### config.mk
export PLATFORM = sky130hd
export DESIGN_NAME = pb_exec_unit_flat
export DESIGN_NICKNAME = d
export VERILOG_FILES = /design/src/rtl/pb_pkg.sv /design/src/rtl/pb_exec_unit_if.sv /design/src/rtl/pb_alu_pipe.sv /design/src/rtl/pb_exec_unit.sv /design/src/flat_wrapper.sv
export SDC_FILE = /design/constraint.sdc
export NUM_CORES = 1
export LEC_CHECK = 0
export ABC_AREA = 1
export CAP_MARGIN = 20
export CORE_MARGIN = 2
export CORE_UTILIZATION = 24
export CTS_CLUSTER_SIZE = 30
export DETAILED_ROUTE_END_ITERATION = 16
export PLACE_DENSITY = 0.49
export SYNTH_ARGS = -nofsm -noshare
export SYNTH_HDL_FRONTEND = slang
export SYNTH_SLANG_ARGS = --single-unit
export TNS_END_PERCENT = 100
### constraint.sdc
create_clock -name clock -period 3.9 [get_ports clock]
set_input_delay 0.585 -clock clock [delete_from_list [all_inputs] [get_ports clock]]
set_output_delay 0.585 -clock clock [all_outputs]
set_load 0.02 [all_outputs]
### src/rtl/pb_pkg.sv
// Shared opcode encodings and helpers for the pb execution unit.
package pb_pkg;

    localparam int unsigned OP_W = 4;

    localparam logic [OP_W-1:0] OP_ADD  = 4'd0;
    localparam logic [OP_W-1:0] OP_SUB  = 4'd1;
    localparam logic [OP_W-1:0] OP_AND  = 4'd2;
    localparam logic [OP_W-1:0] OP_OR   = 4'd3;
    localparam logic [OP_W-1:0] OP_XOR  = 4'd4;
    localparam logic [OP_W-1:0] OP_SHL  = 4'd5;
    localparam logic [OP_W-1:0] OP_SHR  = 4'd6;
    localparam logic [OP_W-1:0] OP_MOV  = 4'd7;
    localparam logic [OP_W-1:0] OP_MINU = 4'd8;
    localparam logic [OP_W-1:0] OP_MAXU = 4'd9;

    // Everything above MAXU retires as an error without touching the register file.
    function automatic logic op_reserved(logic [OP_W-1:0] op);
        return op > OP_MAXU;
    endfunction

endpackage

### src/rtl/pb_exec_unit_if.sv
// Sequencer/host-facing bundle of the pb execution unit.
interface pb_exec_unit_if #(
    parameter int unsigned DATA_W = 16,
    parameter int unsigned ADDR_W = 4
);
    logic                   instr_valid;
    logic                   instr_ready;
    logic [pb_pkg::OP_W-1:0] instr_op;
    logic [ADDR_W-1:0]      instr_rd;
    logic [ADDR_W-1:0]      instr_rs1;
    logic [ADDR_W-1:0]      instr_rs2;

    logic                   ext_wr_en;
    logic                   ext_wr_ready;
    logic [ADDR_W-1:0]      ext_wr_addr;
    logic [DATA_W-1:0]      ext_wr_data;

    logic [ADDR_W-1:0]      dbg_rd_addr;
    logic [DATA_W-1:0]      dbg_rd_data;

    logic                   res_valid;
    logic [ADDR_W-1:0]      res_rd;
    logic [DATA_W-1:0]      res_data;
    logic                   res_err;
    logic                   busy;

    modport master (
        output instr_valid, instr_op, instr_rd, instr_rs1, instr_rs2,
        output ext_wr_en, ext_wr_addr, ext_wr_data, dbg_rd_addr,
        input  instr_ready, ext_wr_ready, dbg_rd_data,
        input  res_valid, res_rd, res_data, res_err, busy
    );

    modport slave (
        input  instr_valid, instr_op, instr_rd, instr_rs1, instr_rs2,
        input  ext_wr_en, ext_wr_addr, ext_wr_data, dbg_rd_addr,
        output instr_ready, ext_wr_ready, dbg_rd_data,
        output res_valid, res_rd, res_data, res_err, busy
    );

endinterface

### src/rtl/pb_alu_pipe.sv
// Fixed-latency ALU: computes at issue, then carries {valid,rd,data,err}
// through ALU_LAT register stages so the result appears ALU_LAT cycles later.
module pb_alu_pipe
    import pb_pkg::*;
#(
    parameter int unsigned DATA_W  = 16,
    parameter int unsigned ADDR_W  = 4,
    parameter int unsigned ALU_LAT = 3
) (
    input  logic              clock,
    input  logic              reset,
    input  logic              in_valid,
    input  logic [OP_W-1:0]   in_op,
    input  logic [ADDR_W-1:0] in_rd,
    input  logic [DATA_W-1:0] in_a,
    input  logic [DATA_W-1:0] in_b,
    output logic              out_valid,
    output logic [ADDR_W-1:0] out_rd,
    output logic [DATA_W-1:0] out_data,
    output logic              out_err,
    output logic              busy
);

    localparam int unsigned SH_W = (DATA_W > 1) ? $clog2(DATA_W) : 1;

    logic [DATA_W-1:0] alu_res;
    logic              alu_err;
    logic [SH_W-1:0]   sh_amt;

    logic [ALU_LAT-1:0] vld_q;
    logic [ALU_LAT-1:0] err_q;
    logic [ADDR_W-1:0]  rd_q   [ALU_LAT];
    logic [DATA_W-1:0]  data_q [ALU_LAT];

    // Stage-0 combinational ALU; reserved opcodes yield data 0 with err set.
    always_comb begin
        alu_res = '0;
        alu_err = 1'b0;
        sh_amt  = in_b[SH_W-1:0];
        case (in_op)
            OP_ADD:  alu_res = in_a + in_b;
            OP_SUB:  alu_res = in_a - in_b;
            OP_AND:  alu_res = in_a & in_b;
            OP_OR:   alu_res = in_a | in_b;
            OP_XOR:  alu_res = in_a ^ in_b;
            OP_SHL:  alu_res = in_a << sh_amt;
            OP_SHR:  alu_res = in_a >> sh_amt;
            OP_MOV:  alu_res = in_a;
            OP_MINU: alu_res = (in_a < in_b) ? in_a : in_b;
            OP_MAXU: alu_res = (in_a < in_b) ? in_b : in_a;
            default: alu_err = 1'b1;
        endcase
    end

    // Payload is zeroed when no op enters so idle result lines read 0.
    always_ff @(posedge clock or negedge reset) begin
        if (!reset) begin
            vld_q <= '0;
            err_q <= '0;
            for (int i = 0; i < int'(ALU_LAT); i++) begin
                rd_q[i]   <= '0;
                data_q[i] <= '0;
            end
        end else begin
            vld_q[0]  <= in_valid;
            err_q[0]  <= in_valid & alu_err;
            rd_q[0]   <= in_valid ? in_rd : '0;
            data_q[0] <= in_valid ? alu_res : '0;
            for (int i = 1; i < int'(ALU_LAT); i++) begin
                vld_q[i]  <= vld_q[i-1];
                err_q[i]  <= err_q[i-1];
                rd_q[i]   <= rd_q[i-1];
                data_q[i] <= data_q[i-1];
            end
        end
    end

    assign out_valid = vld_q[ALU_LAT-1];
    assign out_err   = err_q[ALU_LAT-1];
    assign out_rd    = rd_q[ALU_LAT-1];
    assign out_data  = data_q[ALU_LAT-1];
    assign busy      = |vld_q;

endmodule

### src/rtl/pb_exec_unit.sv
// Register file + scoreboarded issue into a fixed-latency ALU with automatic
// writeback, plus a host load port that only commits while the pipe is empty.
module pb_exec_unit
    import pb_pkg::*;
#(
    parameter int unsigned DATA_W   = 16,
    parameter int unsigned NUM_REGS = 16,
    parameter int unsigned ADDR_W   = $clog2(NUM_REGS),
    parameter int unsigned ALU_LAT  = 3
) (
    input  logic          clock,
    input  logic          reset,
    pb_exec_unit_if.slave bus
);

    localparam int unsigned DEPTH = 32'(1) << ADDR_W;

    logic [DATA_W-1:0] regs [DEPTH];
    logic [DEPTH-1:0]  pending_q;
    logic [DEPTH-1:0]  pending_nxt;

    logic              host_wr;
    logic              issue;
    logic              ret_wr;
    logic              pipe_busy;
    logic [DATA_W-1:0] rs1_data;
    logic [DATA_W-1:0] rs2_data;

    function automatic logic in_range(logic [ADDR_W-1:0] a);
        return 32'(a) < NUM_REGS;
    endfunction

    // Handshake: host load wins over issue, and both are held off during reset.
    always_comb begin
        bus.ext_wr_ready = reset && !pipe_busy && (pending_q == '0);
        host_wr          = bus.ext_wr_en && bus.ext_wr_ready;
        bus.instr_ready  = reset
                           && !pending_q[bus.instr_rs1]
                           && !pending_q[bus.instr_rs2]
                           && !pending_q[bus.instr_rd]
                           && !host_wr;
        issue            = bus.instr_valid && bus.instr_ready;
        bus.busy         = pipe_busy;
        ret_wr           = bus.res_valid && !bus.res_err && in_range(bus.res_rd);
    end

    assign rs1_data        = regs[bus.instr_rs1];
    assign rs2_data        = regs[bus.instr_rs2];
    assign bus.dbg_rd_data = regs[bus.dbg_rd_addr];

    // Retire clears before issue sets; an issuing rd can never be the retiring one.
    always_comb begin
        pending_nxt = pending_q;
        if (bus.res_valid) begin
            pending_nxt[bus.res_rd] = 1'b0;
        end
        if (issue) begin
            pending_nxt[bus.instr_rd] = 1'b1;
        end
    end

    always_ff @(posedge clock or negedge reset) begin
        if (!reset) begin
            pending_q <= '0;
        end else begin
            pending_q <= pending_nxt;
        end
    end

    // Host and writeback never coincide: host writes need an empty pipe.
    always_ff @(posedge clock or negedge reset) begin
        if (!reset) begin
            for (int i = 0; i < int'(DEPTH); i++) begin
                regs[i] <= '0;
            end
        end else if (host_wr) begin
            if (in_range(bus.ext_wr_addr)) begin
                regs[bus.ext_wr_addr] <= bus.ext_wr_data;
            end
        end else if (ret_wr) begin
            regs[bus.res_rd] <= bus.res_data;
        end
    end

    pb_alu_pipe #(
        .DATA_W  (DATA_W),
        .ADDR_W  (ADDR_W),
        .ALU_LAT (ALU_LAT)
    ) u_alu_pipe (
        .clock     (clock),
        .reset     (reset),
        .in_valid  (issue),
        .in_op     (bus.instr_op),
        .in_rd     (bus.instr_rd),
        .in_a      (rs1_data),
        .in_b      (rs2_data),
        .out_valid (bus.res_valid),
        .out_rd    (bus.res_rd),
        .out_data  (bus.res_data),
        .out_err   (bus.res_err),
        .busy      (pipe_busy)
    );

endmodule
### src/flat_wrapper.sv
// flat-port wrapper written by rule: the top's interface ports become plain ports
module pb_exec_unit_flat import pb_pkg::*;
#(
    parameter int unsigned DATA_W   = 16,
    parameter int unsigned NUM_REGS = 16,
    parameter int unsigned ADDR_W   = $clog2(NUM_REGS),
    parameter int unsigned ALU_LAT  = 3
)
  (clock, reset, bus_instr_valid, bus_instr_op, bus_instr_rd, bus_instr_rs1, bus_instr_rs2, bus_ext_wr_en, bus_ext_wr_addr, bus_ext_wr_data, bus_dbg_rd_addr, bus_instr_ready, bus_ext_wr_ready, bus_dbg_rd_data, bus_res_valid, bus_res_rd, bus_res_data, bus_res_err, bus_busy);
  pb_exec_unit_if #(.DATA_W(DATA_W), .ADDR_W(ADDR_W)) bus_i ();
  input  logic clock;
  input  logic reset;
  input wire logic [$bits(bus_i.instr_valid)-1:0] bus_instr_valid;
  input wire logic [$bits(bus_i.instr_op)-1:0] bus_instr_op;
  input wire logic [$bits(bus_i.instr_rd)-1:0] bus_instr_rd;
  input wire logic [$bits(bus_i.instr_rs1)-1:0] bus_instr_rs1;
  input wire logic [$bits(bus_i.instr_rs2)-1:0] bus_instr_rs2;
  input wire logic [$bits(bus_i.ext_wr_en)-1:0] bus_ext_wr_en;
  input wire logic [$bits(bus_i.ext_wr_addr)-1:0] bus_ext_wr_addr;
  input wire logic [$bits(bus_i.ext_wr_data)-1:0] bus_ext_wr_data;
  input wire logic [$bits(bus_i.dbg_rd_addr)-1:0] bus_dbg_rd_addr;
  output wire logic [$bits(bus_i.instr_ready)-1:0] bus_instr_ready;
  output wire logic [$bits(bus_i.ext_wr_ready)-1:0] bus_ext_wr_ready;
  output wire logic [$bits(bus_i.dbg_rd_data)-1:0] bus_dbg_rd_data;
  output wire logic [$bits(bus_i.res_valid)-1:0] bus_res_valid;
  output wire logic [$bits(bus_i.res_rd)-1:0] bus_res_rd;
  output wire logic [$bits(bus_i.res_data)-1:0] bus_res_data;
  output wire logic [$bits(bus_i.res_err)-1:0] bus_res_err;
  output wire logic [$bits(bus_i.busy)-1:0] bus_busy;
  assign bus_i.instr_valid = bus_instr_valid;
  assign bus_i.instr_op = bus_instr_op;
  assign bus_i.instr_rd = bus_instr_rd;
  assign bus_i.instr_rs1 = bus_instr_rs1;
  assign bus_i.instr_rs2 = bus_instr_rs2;
  assign bus_i.ext_wr_en = bus_ext_wr_en;
  assign bus_i.ext_wr_addr = bus_ext_wr_addr;
  assign bus_i.ext_wr_data = bus_ext_wr_data;
  assign bus_i.dbg_rd_addr = bus_dbg_rd_addr;
  assign bus_instr_ready = bus_i.instr_ready;
  assign bus_ext_wr_ready = bus_i.ext_wr_ready;
  assign bus_dbg_rd_data = bus_i.dbg_rd_data;
  assign bus_res_valid = bus_i.res_valid;
  assign bus_res_rd = bus_i.res_rd;
  assign bus_res_data = bus_i.res_data;
  assign bus_res_err = bus_i.res_err;
  assign bus_busy = bus_i.busy;
  pb_exec_unit #(.DATA_W(DATA_W), .NUM_REGS(NUM_REGS), .ADDR_W(ADDR_W), .ALU_LAT(ALU_LAT)) u_core (.clock(clock), .reset(reset), .bus(bus_i));
endmodule
==> run metrics <==
Max Freq between 0.2 and 0.3 GHz; synth unique cells 60; post-layout minimum cycle time between 3 and 4 ns; Synth top area share 0.312; CTS resizes 0; asr flop ratio synth 1.00; Final period util 0.941; cell taking the most area after synthesis dfrtp_1; Slew HR 0.305; Detail Route Antenna Nets 0; Mapped Area approximately 27000 sq um; final setup violation count 0; number of global-route vias before repair 28897; H-tree Lvls 2; DR WL/cell approximately 24 microns; Core Area between 100000 and 150000 sq um; Vias between 30000 and 40000; critical path fanouts, max 18; Pre-Repair DR Iteration Count 6; crit end category output port; Clock Power Share 0.409; biggest cell delay along the critical path 0.59 ns; Worst Tran Pin Value about 1.0 ns; syn avg cell area ~6.7 sq um; number of synthesized flops with an enable pin 0; Row Count around 120; area of all placed cells without fillers around 33000 sq um; crit path launch type primary input; Slew Viols, Final 0; Initial Utilization 0.241; latest clock arrival within the worst-skew pair roughly 0.64 ns; fraction of layout cells with a size suffix above 1 0.125; CTS Buffer Depth 3; Comb power frac 0.255; Iter 0 DRT Violations approximately 3800; pin count of the biggest net entering global routing between 100 and 150; cell count after synthesis 4054; pre-CTS WS -0.220 ns; post-synthesis sequential area ratio 0.312; Worst VDD drop ~0.32 mV; clock skew a little over 0.04 ns; layout overhead on the synthesized area 21.1%; Setup WS post-layout between 0.2 and 0.25 ns; die footprint between 100000 and 150000 sq um; Area after DPL between 30000 and 40000 sq um; net count after synthesis around 4200; port bufs 84; hpwl dp 102000 microns; diodes inserted 0; Fin. Hold Viols 0; Crit-path slowest cell clkdlybuf4s50_1; CTS tree done; Top FF cell, synth dfrtp_1; internal power about 7 mW; CP Data Required Time about 3.3 ns; Tot Pwr approximately 11 mW; CTS root buf clkbuf_16; number of remaining DRC errors 0; Hold WC Path Type in -> async; Post-CTS Setup Bufs 0; Fin Setup TNS 0 ns; Die Ht 340 microns; total CTS buffers 45; LEAKAGE 14.1 nW; clk slew on worst S/H paths 0.06 ns; Layout Nets around 4300; FF+latch count, synth around 340; Crit path max-delay family buffers and inverters; crit path kind in -> out; final design utilization 0.292; GP Congestion a little under 1; most used cell, CP buf_4; status finished clean; max-cap violations 0; drt total wl between 100000 and 150000 microns; CP cell instances buf_6, buf_4, buf_4, buf_4, nand2_1, o211ai_1, nand3_1, and3_1, a311oi_1, buf_4, nand2_1, inv_1, clkdlybuf4s50_1; first-pass GRT wire length approximately 200000 microns; clock sink total between 300 and 400; initial antenna violation count 3; synth top area cells dfrtp_1 (31%), nand2_1 (11%), nand3_1 (8.6%); Die X roughly 340 microns; commonest non-fill, non-tap cell in the layout nand2_1; WP buf/inv 7; Sw Share 0.341; sequential cell fraction of total power 0.337; commonest non-fill, non-tap cells in the layout nand2_1 (769), nand3_1 (467), o21ai_0 (466); IO Pins 85; Yosys Warn Count 0; pwr dens between 300 and 400 nW/um^2; RSZ-0062 raised after global routing no; post-cts hold buffer count 0; grt ovf 0; arrival time worst endpoint between 3 and 4 ns; number of vias per cell about 5.4; Global Route Usage Sum 0.234; Switching Power between 3 and 4 mW
==> per-layer routing <==
| layer | GRT usage | routed length [microns] | vias up |
|---|---|---|---|
| met5 | 0 | 27 | - |
| met4 | 0.0847 | 5630 | 4 |
| met3 | 0.0381 | 12000 | 307 |
| met2 | 0.373 | 62200 | 1662 |
| met1 | 0.319 | 59300 | 14808 |
| li1 | - | - | 14326 |
==> sequential cells by signal, summed over array words and instances (netlist names) <==
register,cells
u_core.regs,256
u_core.u_alu_pipe.data_q,32
u_core.pending_q,16
u_core.u_alu_pipe.out_data,16
u_core.u_alu_pipe.rd_q,8
u_core.u_alu_pipe.out_rd,4
u_core.u_alu_pipe.err_q,3
u_core.u_alu_pipe.vld_q,3
==> cell type report <==
cell class                      count  area (sq um)
Timing Repair Buffer              458          4100
Sequential cell                   338          8460
Multi-Input combinational cell   2957         15300
Clock buffer                       63          1260
Tap cell                         1500          1880
Clock inverter                     15           245
Inverter                          413          1560
Fill cell                       12333         79400
==> through the flow <==
step	std cells	hold WS, ns
floorplan	4054	0.289
global placement	5666	0.334
detailed placement	5666	0.335
CTS	5744	0.131
global route	5744	0.178
finish	5744	0.122
==> power groups by stage <==
stage	Sequential (mW)	Clock (mW)	Combinational [mW]
floorplan	3.70	0	1.40
global placement	3.73	0	2.73
detailed placement	3.72	0	2.71
CTS	3.67	4.51	2.72
global route	3.68	4.65	2.99
finish	3.67	4.46	2.78
==> final timing paths <==
check,cells after the start,slack (ns),from,endpoint
max in group asynchronous,4,1.71,reset,u_core.u_alu_pipe.data_q[41]
worst max-delay path,13,0.23,bus_instr_rs1[0],bus_instr_ready
min in group clock,0,0.34,u_core.u_alu_pipe.rd_q[9],u_core.u_alu_pipe.rd_q[5]
worst min register to register,0,0.34,u_core.u_alu_pipe.rd_q[9],u_core.u_alu_pipe.rd_q[5]
worst min-delay path,2,0.12,reset,u_core.regs[81]
worst max register to register,21,0.38,u_core.regs[214],u_core.u_alu_pipe.data_q[43]
==> cell families (layout without fill, tap and decap cells) <==
group                      after synthesis  count (layout)  share of synthesized area
DFF                                    338             338                      0.312
adders and majority gates               54              54                     0.0255
buffers and inverters                  759             949                      0.123
AOI/OAI and AO/OA                     1350            1350                      0.287
xor gates and xnor gates                 1               1                   0.000323
and+or+nand+nor                       1552            1552                      0.252
==> worst register-to-register path: stages (launching register included) <==
cell     delay [ns]
dfrtp_1        0.38
inv_1          0.06
a21oi_1        0.10
o21ai_0        0.13
nand3_1        0.12
nand3_1        0.16
nand2_1        0.32
inv_1          0.12
ha_1           0.32
buf_4          0.16
buf_4          0.13
a21oi_1        0.21
o21ai_0        0.16
nand2_1        0.08
nand3_1        0.14
buf_4          0.18
o21ai_0        0.14
a21oi_1        0.06
nor2_1         0.13
nand3_1        0.08
nor2_1         0.11
nor2_1         0.05
==> cell usage after synthesis, drive strengths merged (28+ instances only) <==
cell and instances:
nand3 467, a21oi 377, o21ai 626, o221ai 28, nor2 235, ha 52
a31oi 39, buf 211, o32ai 124, nand2 783, clkbuf 135, o211ai 92
dfrtp 338, inv 391, nand4 34, o22ai 34
No activity file was read; power rests on OpenSTA's default activity.
